### src/rtl/game_controller_if.sv
// Signal bundle between the game controller and its environment (block array, buttons, display).
// The slave modport is the controller side.
interface game_if #(
  parameter int N = 64
);
  logic         start;
  logic [15:0]  seed;
  logic         btn_up;
  logic         btn_down;
  logic         btn_left;
  logic         btn_right;
  logic         btn_click;
  logic         btn_flag;
  logic [N-1:0] block_won;
  logic [N-1:0] block_lost;
  logic [N-1:0] block_flagged;
  logic [N-1:0] init_mine;
  logic         block_reset_n;
  logic         playing;
  logic [N-1:0] user_clicked;
  logic [N-1:0] user_flag;
  logic [3:0]   cursor_row;
  logic [3:0]   cursor_col;
  logic [2:0]   game_state;
  logic [9:0]   timer_sec;

  modport master (
    output start, seed, btn_up, btn_down, btn_left, btn_right, btn_click, btn_flag,
    output block_won, block_lost, block_flagged,
    input  init_mine, block_reset_n, playing, user_clicked, user_flag,
    input  cursor_row, cursor_col, game_state, timer_sec
  );

  modport slave (
    input  start, seed, btn_up, btn_down, btn_left, btn_right, btn_click, btn_flag,
    input  block_won, block_lost, block_flagged,
    output init_mine, block_reset_n, playing, user_clicked, user_flag,
    output cursor_row, cursor_col, game_state, timer_sec
  );
endinterface

### src/rtl/game_controller.sv
// Minesweeper game controller: mine placement via LFSR, cursor/button handling, win/loss FSM.
// Optional play timer enabled by defining GAME_TIMER_EN.
module game_controller #(
  parameter int ROWS          = 8,
  parameter int COLS          = 8,
  parameter int MINES         = 10,
  parameter int TICKS_PER_SEC = 50_000_000
) (
  input  logic clk,
  input  logic reset,
  game_if.slave bus
);

  localparam int N     = ROWS * COLS;
  localparam int EFF_M = (MINES < N - 1) ? MINES : N - 1;

  localparam int B_UP  = 5;
  localparam int B_DN  = 4;
  localparam int B_LF  = 3;
  localparam int B_RT  = 2;
  localparam int B_CLK = 1;
  localparam int B_FLG = 0;

  if (ROWS < 1 || ROWS > 16 || COLS < 1 || COLS > 16 || MINES < 0 || TICKS_PER_SEC < 1) begin : g_param_err
    $error("game_controller: parameter out of range");
  end

  typedef enum logic [2:0] {
    S_IDLE  = 3'd0,
    S_CLEAR = 3'd1,
    S_PLACE = 3'd2,
    S_PLAY  = 3'd3,
    S_WON   = 3'd4,
    S_LOST  = 3'd5
  } state_t;

  state_t       state_q, state_d;
  logic         clr_cnt_q, clr_cnt_d;
  logic [15:0]  lfsr_q, lfsr_d;
  logic [8:0]   placed_q, placed_d;
  logic [N-1:0] mine_q, mine_d;
  logic [3:0]   row_q, row_d, col_q, col_d;
  logic [1:0]   play_cnt_q, play_cnt_d;
  logic [N-1:0] clicked_q, clicked_d, flagp_q, flagp_d;
  logic         start_q;
  logic [5:0]   btn_q;

  logic [5:0]   btn_now, rise;
  logic         start_rise;
  logic [7:0]   cand, idx;
  logic         cand_hit, cand_taken, cur_flagged;

  assign btn_now    = {bus.btn_up, bus.btn_down, bus.btn_left, bus.btn_right, bus.btn_click, bus.btn_flag};
  assign rise       = btn_now & ~btn_q;
  assign start_rise = bus.start & ~start_q;
  assign cand       = lfsr_q[7:0];
  assign idx        = 8'(row_q) * 8'(COLS) + 8'(col_q);

  always_comb begin
    cand_hit    = 1'b0;
    cand_taken  = 1'b0;
    cur_flagged = 1'b0;
    for (int unsigned i = 0; i < N; i++) begin
      if (8'(i) == cand) begin
        cand_hit   = 1'b1;
        cand_taken = mine_q[i];
      end
      if (8'(i) == idx) cur_flagged = bus.block_flagged[i];
    end
  end

  always_comb begin
    state_d    = state_q;
    clr_cnt_d  = 1'b0;
    lfsr_d     = lfsr_q;
    placed_d   = placed_q;
    mine_d     = mine_q;
    row_d      = row_q;
    col_d      = col_q;
    play_cnt_d = '0;
    clicked_d  = '0;
    flagp_d    = '0;
    case (state_q)
      S_IDLE: if (start_rise) state_d = S_CLEAR;
      S_CLEAR: begin
        mine_d    = '0;
        lfsr_d    = (bus.seed == 16'h0000) ? 16'hACE1 : bus.seed;
        placed_d  = '0;
        row_d     = '0;
        col_d     = '0;
        clr_cnt_d = ~clr_cnt_q;
        if (clr_cnt_q) state_d = S_PLACE;
      end
      S_PLACE: begin
        if (start_rise) state_d = S_CLEAR;
        else if (placed_q == 9'(EFF_M)) state_d = S_PLAY;
        else begin
          lfsr_d = {lfsr_q[0] ^ lfsr_q[2] ^ lfsr_q[3] ^ lfsr_q[5], lfsr_q[15:1]};
          if (cand_hit && !cand_taken) begin
            for (int unsigned i = 0; i < N; i++) begin
              if (8'(i) == cand) mine_d[i] = 1'b1;
            end
            placed_d = placed_q + 9'd1;
          end
        end
      end
      S_PLAY: begin
        if (start_rise) state_d = S_CLEAR;
        else begin
          if (rise[B_UP] && !rise[B_DN])
            row_d = (row_q == 4'd0) ? 4'(ROWS - 1) : row_q - 4'd1;
          else if (rise[B_DN] && !rise[B_UP])
            row_d = (row_q == 4'(ROWS - 1)) ? 4'd0 : row_q + 4'd1;
          if (rise[B_LF] && !rise[B_RT])
            col_d = (col_q == 4'd0) ? 4'(COLS - 1) : col_q - 4'd1;
          else if (rise[B_RT] && !rise[B_LF])
            col_d = (col_q == 4'(COLS - 1)) ? 4'd0 : col_q + 4'd1;
          // Status inputs settle for two cycles after entry; loss outranks win.
          if (play_cnt_q == 2'd2) begin
            if (|bus.block_lost)     state_d = S_LOST;
            else if (&bus.block_won) state_d = S_WON;
          end
          play_cnt_d = (play_cnt_q == 2'd2) ? 2'd2 : play_cnt_q + 2'd1;
        end
        // Pulses use the pre-move index and never leak into a non-PLAY cycle.
        if (state_d == S_PLAY) begin
          for (int unsigned i = 0; i < N; i++) begin
            clicked_d[i] = rise[B_CLK] && !cur_flagged && (8'(i) == idx);
            flagp_d[i]   = rise[B_FLG] && (8'(i) == idx);
          end
        end
      end
      S_WON, S_LOST: if (start_rise) state_d = S_CLEAR;
      default: state_d = S_IDLE;
    endcase
  end

  always_ff @(posedge clk or posedge reset) begin
    if (reset) begin
      state_q    <= S_IDLE;
      clr_cnt_q  <= 1'b0;
      lfsr_q     <= 16'hACE1;
      placed_q   <= '0;
      mine_q     <= '0;
      row_q      <= '0;
      col_q      <= '0;
      play_cnt_q <= '0;
      clicked_q  <= '0;
      flagp_q    <= '0;
      start_q    <= 1'b0;
      btn_q      <= '0;
    end else begin
      state_q    <= state_d;
      clr_cnt_q  <= clr_cnt_d;
      lfsr_q     <= lfsr_d;
      placed_q   <= placed_d;
      mine_q     <= mine_d;
      row_q      <= row_d;
      col_q      <= col_d;
      play_cnt_q <= play_cnt_d;
      clicked_q  <= clicked_d;
      flagp_q    <= flagp_d;
      start_q    <= bus.start;
      btn_q      <= btn_now;
    end
  end

`ifdef GAME_TIMER_EN
  logic [31:0] tick_q, tick_d;
  logic [9:0]  timer_q, timer_d;

  always_comb begin
    tick_d  = tick_q;
    timer_d = timer_q;
    if (state_q == S_CLEAR) begin
      tick_d  = '0;
      timer_d = '0;
    end else if (state_q == S_PLAY) begin
      if (tick_q == 32'(TICKS_PER_SEC - 1)) begin
        tick_d = '0;
        if (timer_q != 10'd999) timer_d = timer_q + 10'd1;
      end else begin
        tick_d = tick_q + 32'd1;
      end
    end
  end

  always_ff @(posedge clk or posedge reset) begin
    if (reset) begin
      tick_q  <= '0;
      timer_q <= '0;
    end else begin
      tick_q  <= tick_d;
      timer_q <= timer_d;
    end
  end

  assign bus.timer_sec = timer_q;
`else
  assign bus.timer_sec = '0;
`endif

  assign bus.init_mine     = mine_q;
  assign bus.block_reset_n = ~reset & (state_q != S_CLEAR);
  assign bus.playing       = (state_q == S_PLAY);
  assign bus.user_clicked  = clicked_q;
  assign bus.user_flag     = flagp_q;
  assign bus.cursor_row    = row_q;
  assign bus.cursor_col    = col_q;
  assign bus.game_state    = state_q;

endmodule
### src/flat_wrapper.sv
// flat-port wrapper written by rule: the top's interface ports become plain ports
module game_controller_flat 
#(
  parameter int ROWS          = 8,
  parameter int COLS          = 8,
  parameter int MINES         = 10,
  parameter int TICKS_PER_SEC = 50_000_000
)
  (clk, reset, bus_start, bus_seed, bus_btn_up, bus_btn_down, bus_btn_left, bus_btn_right, bus_btn_click, bus_btn_flag, bus_block_won, bus_block_lost, bus_block_flagged, bus_init_mine, bus_block_reset_n, bus_playing, bus_user_clicked, bus_user_flag, bus_cursor_row, bus_cursor_col, bus_game_state, bus_timer_sec);
  game_if bus_i ();
  input  logic clk;
  input  logic reset;
  input wire logic [$bits(bus_i.start)-1:0] bus_start;
  input wire logic [$bits(bus_i.seed)-1:0] bus_seed;
  input wire logic [$bits(bus_i.btn_up)-1:0] bus_btn_up;
  input wire logic [$bits(bus_i.btn_down)-1:0] bus_btn_down;
  input wire logic [$bits(bus_i.btn_left)-1:0] bus_btn_left;
  input wire logic [$bits(bus_i.btn_right)-1:0] bus_btn_right;
  input wire logic [$bits(bus_i.btn_click)-1:0] bus_btn_click;
  input wire logic [$bits(bus_i.btn_flag)-1:0] bus_btn_flag;
  input wire logic [$bits(bus_i.block_won)-1:0] bus_block_won;
  input wire logic [$bits(bus_i.block_lost)-1:0] bus_block_lost;
  input wire logic [$bits(bus_i.block_flagged)-1:0] bus_block_flagged;
  output wire logic [$bits(bus_i.init_mine)-1:0] bus_init_mine;
  output wire logic [$bits(bus_i.block_reset_n)-1:0] bus_block_reset_n;
  output wire logic [$bits(bus_i.playing)-1:0] bus_playing;
  output wire logic [$bits(bus_i.user_clicked)-1:0] bus_user_clicked;
  output wire logic [$bits(bus_i.user_flag)-1:0] bus_user_flag;
  output wire logic [$bits(bus_i.cursor_row)-1:0] bus_cursor_row;
  output wire logic [$bits(bus_i.cursor_col)-1:0] bus_cursor_col;
  output wire logic [$bits(bus_i.game_state)-1:0] bus_game_state;
  output wire logic [$bits(bus_i.timer_sec)-1:0] bus_timer_sec;
  assign bus_i.start = bus_start;
  assign bus_i.seed = bus_seed;
  assign bus_i.btn_up = bus_btn_up;
  assign bus_i.btn_down = bus_btn_down;
  assign bus_i.btn_left = bus_btn_left;
  assign bus_i.btn_right = bus_btn_right;
  assign bus_i.btn_click = bus_btn_click;
  assign bus_i.btn_flag = bus_btn_flag;
  assign bus_i.block_won = bus_block_won;
  assign bus_i.block_lost = bus_block_lost;
  assign bus_i.block_flagged = bus_block_flagged;
  assign bus_init_mine = bus_i.init_mine;
  assign bus_block_reset_n = bus_i.block_reset_n;
  assign bus_playing = bus_i.playing;
  assign bus_user_clicked = bus_i.user_clicked;
  assign bus_user_flag = bus_i.user_flag;
  assign bus_cursor_row = bus_i.cursor_row;
  assign bus_cursor_col = bus_i.cursor_col;
  assign bus_game_state = bus_i.game_state;
  assign bus_timer_sec = bus_i.timer_sec;
  game_controller #(.ROWS(ROWS), .COLS(COLS), .MINES(MINES), .TICKS_PER_SEC(TICKS_PER_SEC)) u_core (.clk(clk), .reset(reset), .bus(bus_i));
endmodule
### config.mk
export PLATFORM = sky130hd
export DESIGN_NAME = game_controller_flat
export DESIGN_NICKNAME = d
export VERILOG_FILES = /design/src/rtl/game_controller_if.sv /design/src/rtl/game_controller.sv /design/src/flat_wrapper.sv
export SDC_FILE = /design/constraint.sdc
export NUM_CORES = 1
export LEC_CHECK = 0
export CAP_MARGIN = 5
export CORE_ASPECT_RATIO = 1.75
export CORE_UTILIZATION = 40
export CTS_CLUSTER_SIZE = 16
export DETAILED_ROUTE_END_ITERATION = 12
export PLACE_DENSITY = 0.73
export SYNTH_ARGS = -nofsm -noshare
export SYNTH_HDL_FRONTEND = slang
export SYNTH_SLANG_ARGS = --single-unit
### constraint.sdc
create_clock -name clk -period 8.4 [get_ports clk]
set_input_delay 0.84 -clock clk [delete_from_list [all_inputs] [get_ports clk]]
set_output_delay 0.84 -clock clk [all_outputs]
set_load 0.005 [all_outputs]
==> impl_metrics.yaml <==
logic_synthesis:
  postSynthAreaPerCell_sq_um: 9.42
  synth_common_cells: "230 x dfrtp_1, 153 x nand2_1, 107 x nor2_1"
  synth.area.top_cells: "dfrtp_1 50%, nand2_1 4.9%, nor4_1 3.9%"
  synthCells: 1233
  post-synth-top-area-cell: "dfrtp_1"
  ys_seq_area_frac: 0.514
  synthDistinctLibCells: 77
  synth_top_flop_cell: "dfrtp_1"
  synth.most_common_cell: "dfrtp_1"
  ys_seq_elements: 238
  yosysTopAreaCellShare: 0.496
  synthArstFlopShare: 1.00
  syn_area_sq_um: 11600
  synth_edf_count: 0
  yosysWarnings: 0
timing:
  relSlewSlack: 0.242
  hold_viol: 0
  final.setup_skew_ns: 0.0218
  worst_slew_pin_slew_ns: 1.14
  period_share: 0.523
  slew_viol_final: 0
  rsz0062_at_grt: "no"
  setup_tns_ns: 0
  final-setup-viol-count: 0
  finalWorstSetupSlack_ns: 4.01
  fmax_ghz: 0.228
  min_period_ns: 4.39
placement:
  post-place-cells: 1959
  globalplace.congestion: 0.935
  dpl_cell_area_sq_um: 16000
  portBuffers: 421
  place_ws_ns: 3.77
  hpwl_mm: 34.6
critical_path:
  path_cells: "inv_1, ha_1, nand3b_1, o22ai_1, nand2_1, a22oi_1, o2111ai_1, a211o_1, a21oi_1, a311oi_4, buf_4, nor4_1"
  ff2ff_setup_slack_ns: 4.01
  required_ns: 8.80
  crit_path_max_incr_delay_ns: 0.73
  r2r_end: "u_core.bus.user_clicked[16]"
  crit_family: "compound AO/OA/AOI/OAI gates"
  crit_slowest_cell: "nand3b_1"
  crit_type: "reg2reg"
  cp.depth: 12
  r2r-start: "u_core.bus.cursor_col[0]"
  start_kind: "flop"
  cp_num_buf_inv: 2
  r2r_cells: 12
  crit_path_end_kind: "flop"
  worstPathArrival_ns: 4.80
  worst-path-max-fanout: 46
route:
  drt-pass1-iter-count: 5
  routed_wl_mm: 46.0
  antenna_left: 0
  avgViaCountPerCell: 5.74
  route.detailed.drc: 0
  wl_per_cell_microns: 23.0
  first_iter_violations: 1012
  vias: 11500
clock_tree:
  cts_tree: "done"
  numClockSinks: 238
  cts.repair.resized: 0
  post-cts-setup-buffers: 0
  cts_buffer_depth: 3
  clock_tree.root_cell: "clkbuf_16"
  clk_pin_slew_ns: 0.06
  insertion_delay_ns: 0.53
  htreeDepth: 1
  cts_buffers: 23
  holdBufCountCts: 0
power_and_ir_drop:
  peakVddDrop_v: 0.000208
  power_frac_seq: 0.312
  power_leakage_nw: 6.69
  internal-power_mw: 2.44
  power_density_nw_per_um2: 255
  clock_power_share: 0.242
  combPwrFrac: 0.446
  p_sw_mw: 1.84
  swShare: 0.429
  total_power_mw: 4.28
final_layout:
  diodes: 0
  area_delta_synth_final_pct: 44.4
  n_fill_cell: 2417
  nets: 1838
  drive_gt1_frac: 0.0548
  multiInputGateArea_sq_um: 5090
  finalInstanceArea_sq_um: 16800
  layout.cells.non_filler: 2001
  ff_latch_area_sq_um: 5970
floorplanning:
  ios: 432
  die_w_microns: 131
  start_util: 0.406
  fp.dieH_microns: 227
  std_cell_rows: 82
  fp.coreArea_sq_um: 28600
  die_area_sq_um: 29700
min_path:
  hold_path.class: "reg2reg"
  hold_depth: 1
  holdPathEnd: "u_core.clr_cnt_q"
  min_from: "u_core.clr_cnt_q"
run:
  maxCapViolCount: 0
run_status:
  outcome: "complete, no violations"
global_route:
  track_usage: 0.306
  grt_pass1_wl_mm: 67.9
  antenna_found_initial: 0
  grt_max_degree: 93
  grt-ovfl-total: 0
  grt_pass1_vias: 11300
[flip-flops by register name, summed over array words and instances, names as in the netlist]
signal and cells:
u_core.placed_q 9, u_core.start_q 1, u_core.btn_q 6, u_core.bus.init_mine 64, u_core.bus.user_flag 64, u_core.bus.cursor_row 4
u_core.bus.cursor_col 4, u_core.play_cnt_q 2, u_core.lfsr_q 16, u_core.bus.user_clicked 64, u_core.bus.game_state 3, u_core.clr_cnt_q 1
[per-layer routing]
layer	routed length (microns)	global-route usage	up-vias
met3	3150	0.0442	134
met1	17200	0.369	5509
li1	-	-	5200
met5	0	0	-
met2	23300	0.528	636
met4	2370	0.151	0
[final cells by class]
cell class	count	share of cell area
clock buffer	34	0.0398
clock inverter	8	0.00537
inverter	32	0.00761
multi-input combinational	871	0.303
sequential	238	0.356
tap	378	0.0282
timing repair buffer	440	0.260
[cell usage in the layout, fill, tap and decap left out, types with 10 or more instances in the layout]
cell and n:
ha_1 15, o22ai_1 20, o31ai_1 39, clkbuf_16 23, nand2_1 152, conb_1 10, nand3_1 30, inv_1 29
nand4_1 27, nand2b_1 17, nor2_1 107, buf_4 19, o21ai_0 77, a21oi_1 54, o211ai_1 11, nor4_1 72
nor2b_1 20, clkdlybuf4s50_1 421, dfrtp_1 229, nor3_1 42, mux2i_1 20
[cell families (layout without fill, tap and decap cells)]
family                   after synthesis  count (layout)  share of synthesized area
AO/OA/AOI/OAI                        284             284                      0.161
AND/OR/NAND/NOR                      530             530                      0.228
buffers and inverters                133             514                     0.0532
other                                  1              10                   0.000323
flip-flops                           238             238                      0.514
multiplexers                          25              25                     0.0221
adder cells (fa/ha/maj)               15              15                     0.0162
XOR/XNOR                               7               7                    0.00528
[how the worst max path moves through the flow]
stage                                        endpoint                      from  slack [ns]
after floorplan                       u_core.btn_q[0]                     reset        1.04
after global placement    u_core.bus.user_clicked[25]         bus_block_lost[5]        3.80
after detailed placement  u_core.bus.user_clicked[28]         bus_block_lost[5]        3.77
after CTS                 u_core.bus.user_clicked[41]  u_core.bus.cursor_col[0]        4.09
after global routing       u_core.bus.user_clicked[6]  u_core.bus.cursor_col[0]        3.73
final                     u_core.bus.user_clicked[16]  u_core.bus.cursor_col[0]        4.01
[stage by stage]
step	hold slack, ns	utilization
finish	0.430	0.586
floorplan	0.404	-
global placement	0.418	0.559
global route	0.457	0.586
CTS	0.434	0.586
detailed placement	0.426	0.559
[power groups by stage]
stage	Combinational [mW]	Clock, mW	Sequential [mW]
after floorplan	1.34	0	1.31
final	1.91	1.04	1.34
after CTS	1.89	1.05	1.33
after global routing	2.06	1.10	1.34
after global placement	1.87	0	1.35
after detailed placement	1.88	0	1.35
[worst register-to-register path, cell delays in order, from the launching register on]
cell and delay [ns]:
dfrtp_1 0.47, inv_1 0.18, ha_1 0.62, nand3b_1 0.74, o22ai_1 0.49, nand2_1 0.09, a22oi_1 0.23, o2111ai_1 0.18
a211o_1 0.40, a21oi_1 0.26, a311oi_4 0.07, buf_4 0.29, nor4_1 0.27
Note: power is estimated with default switching activity, not from simulation.
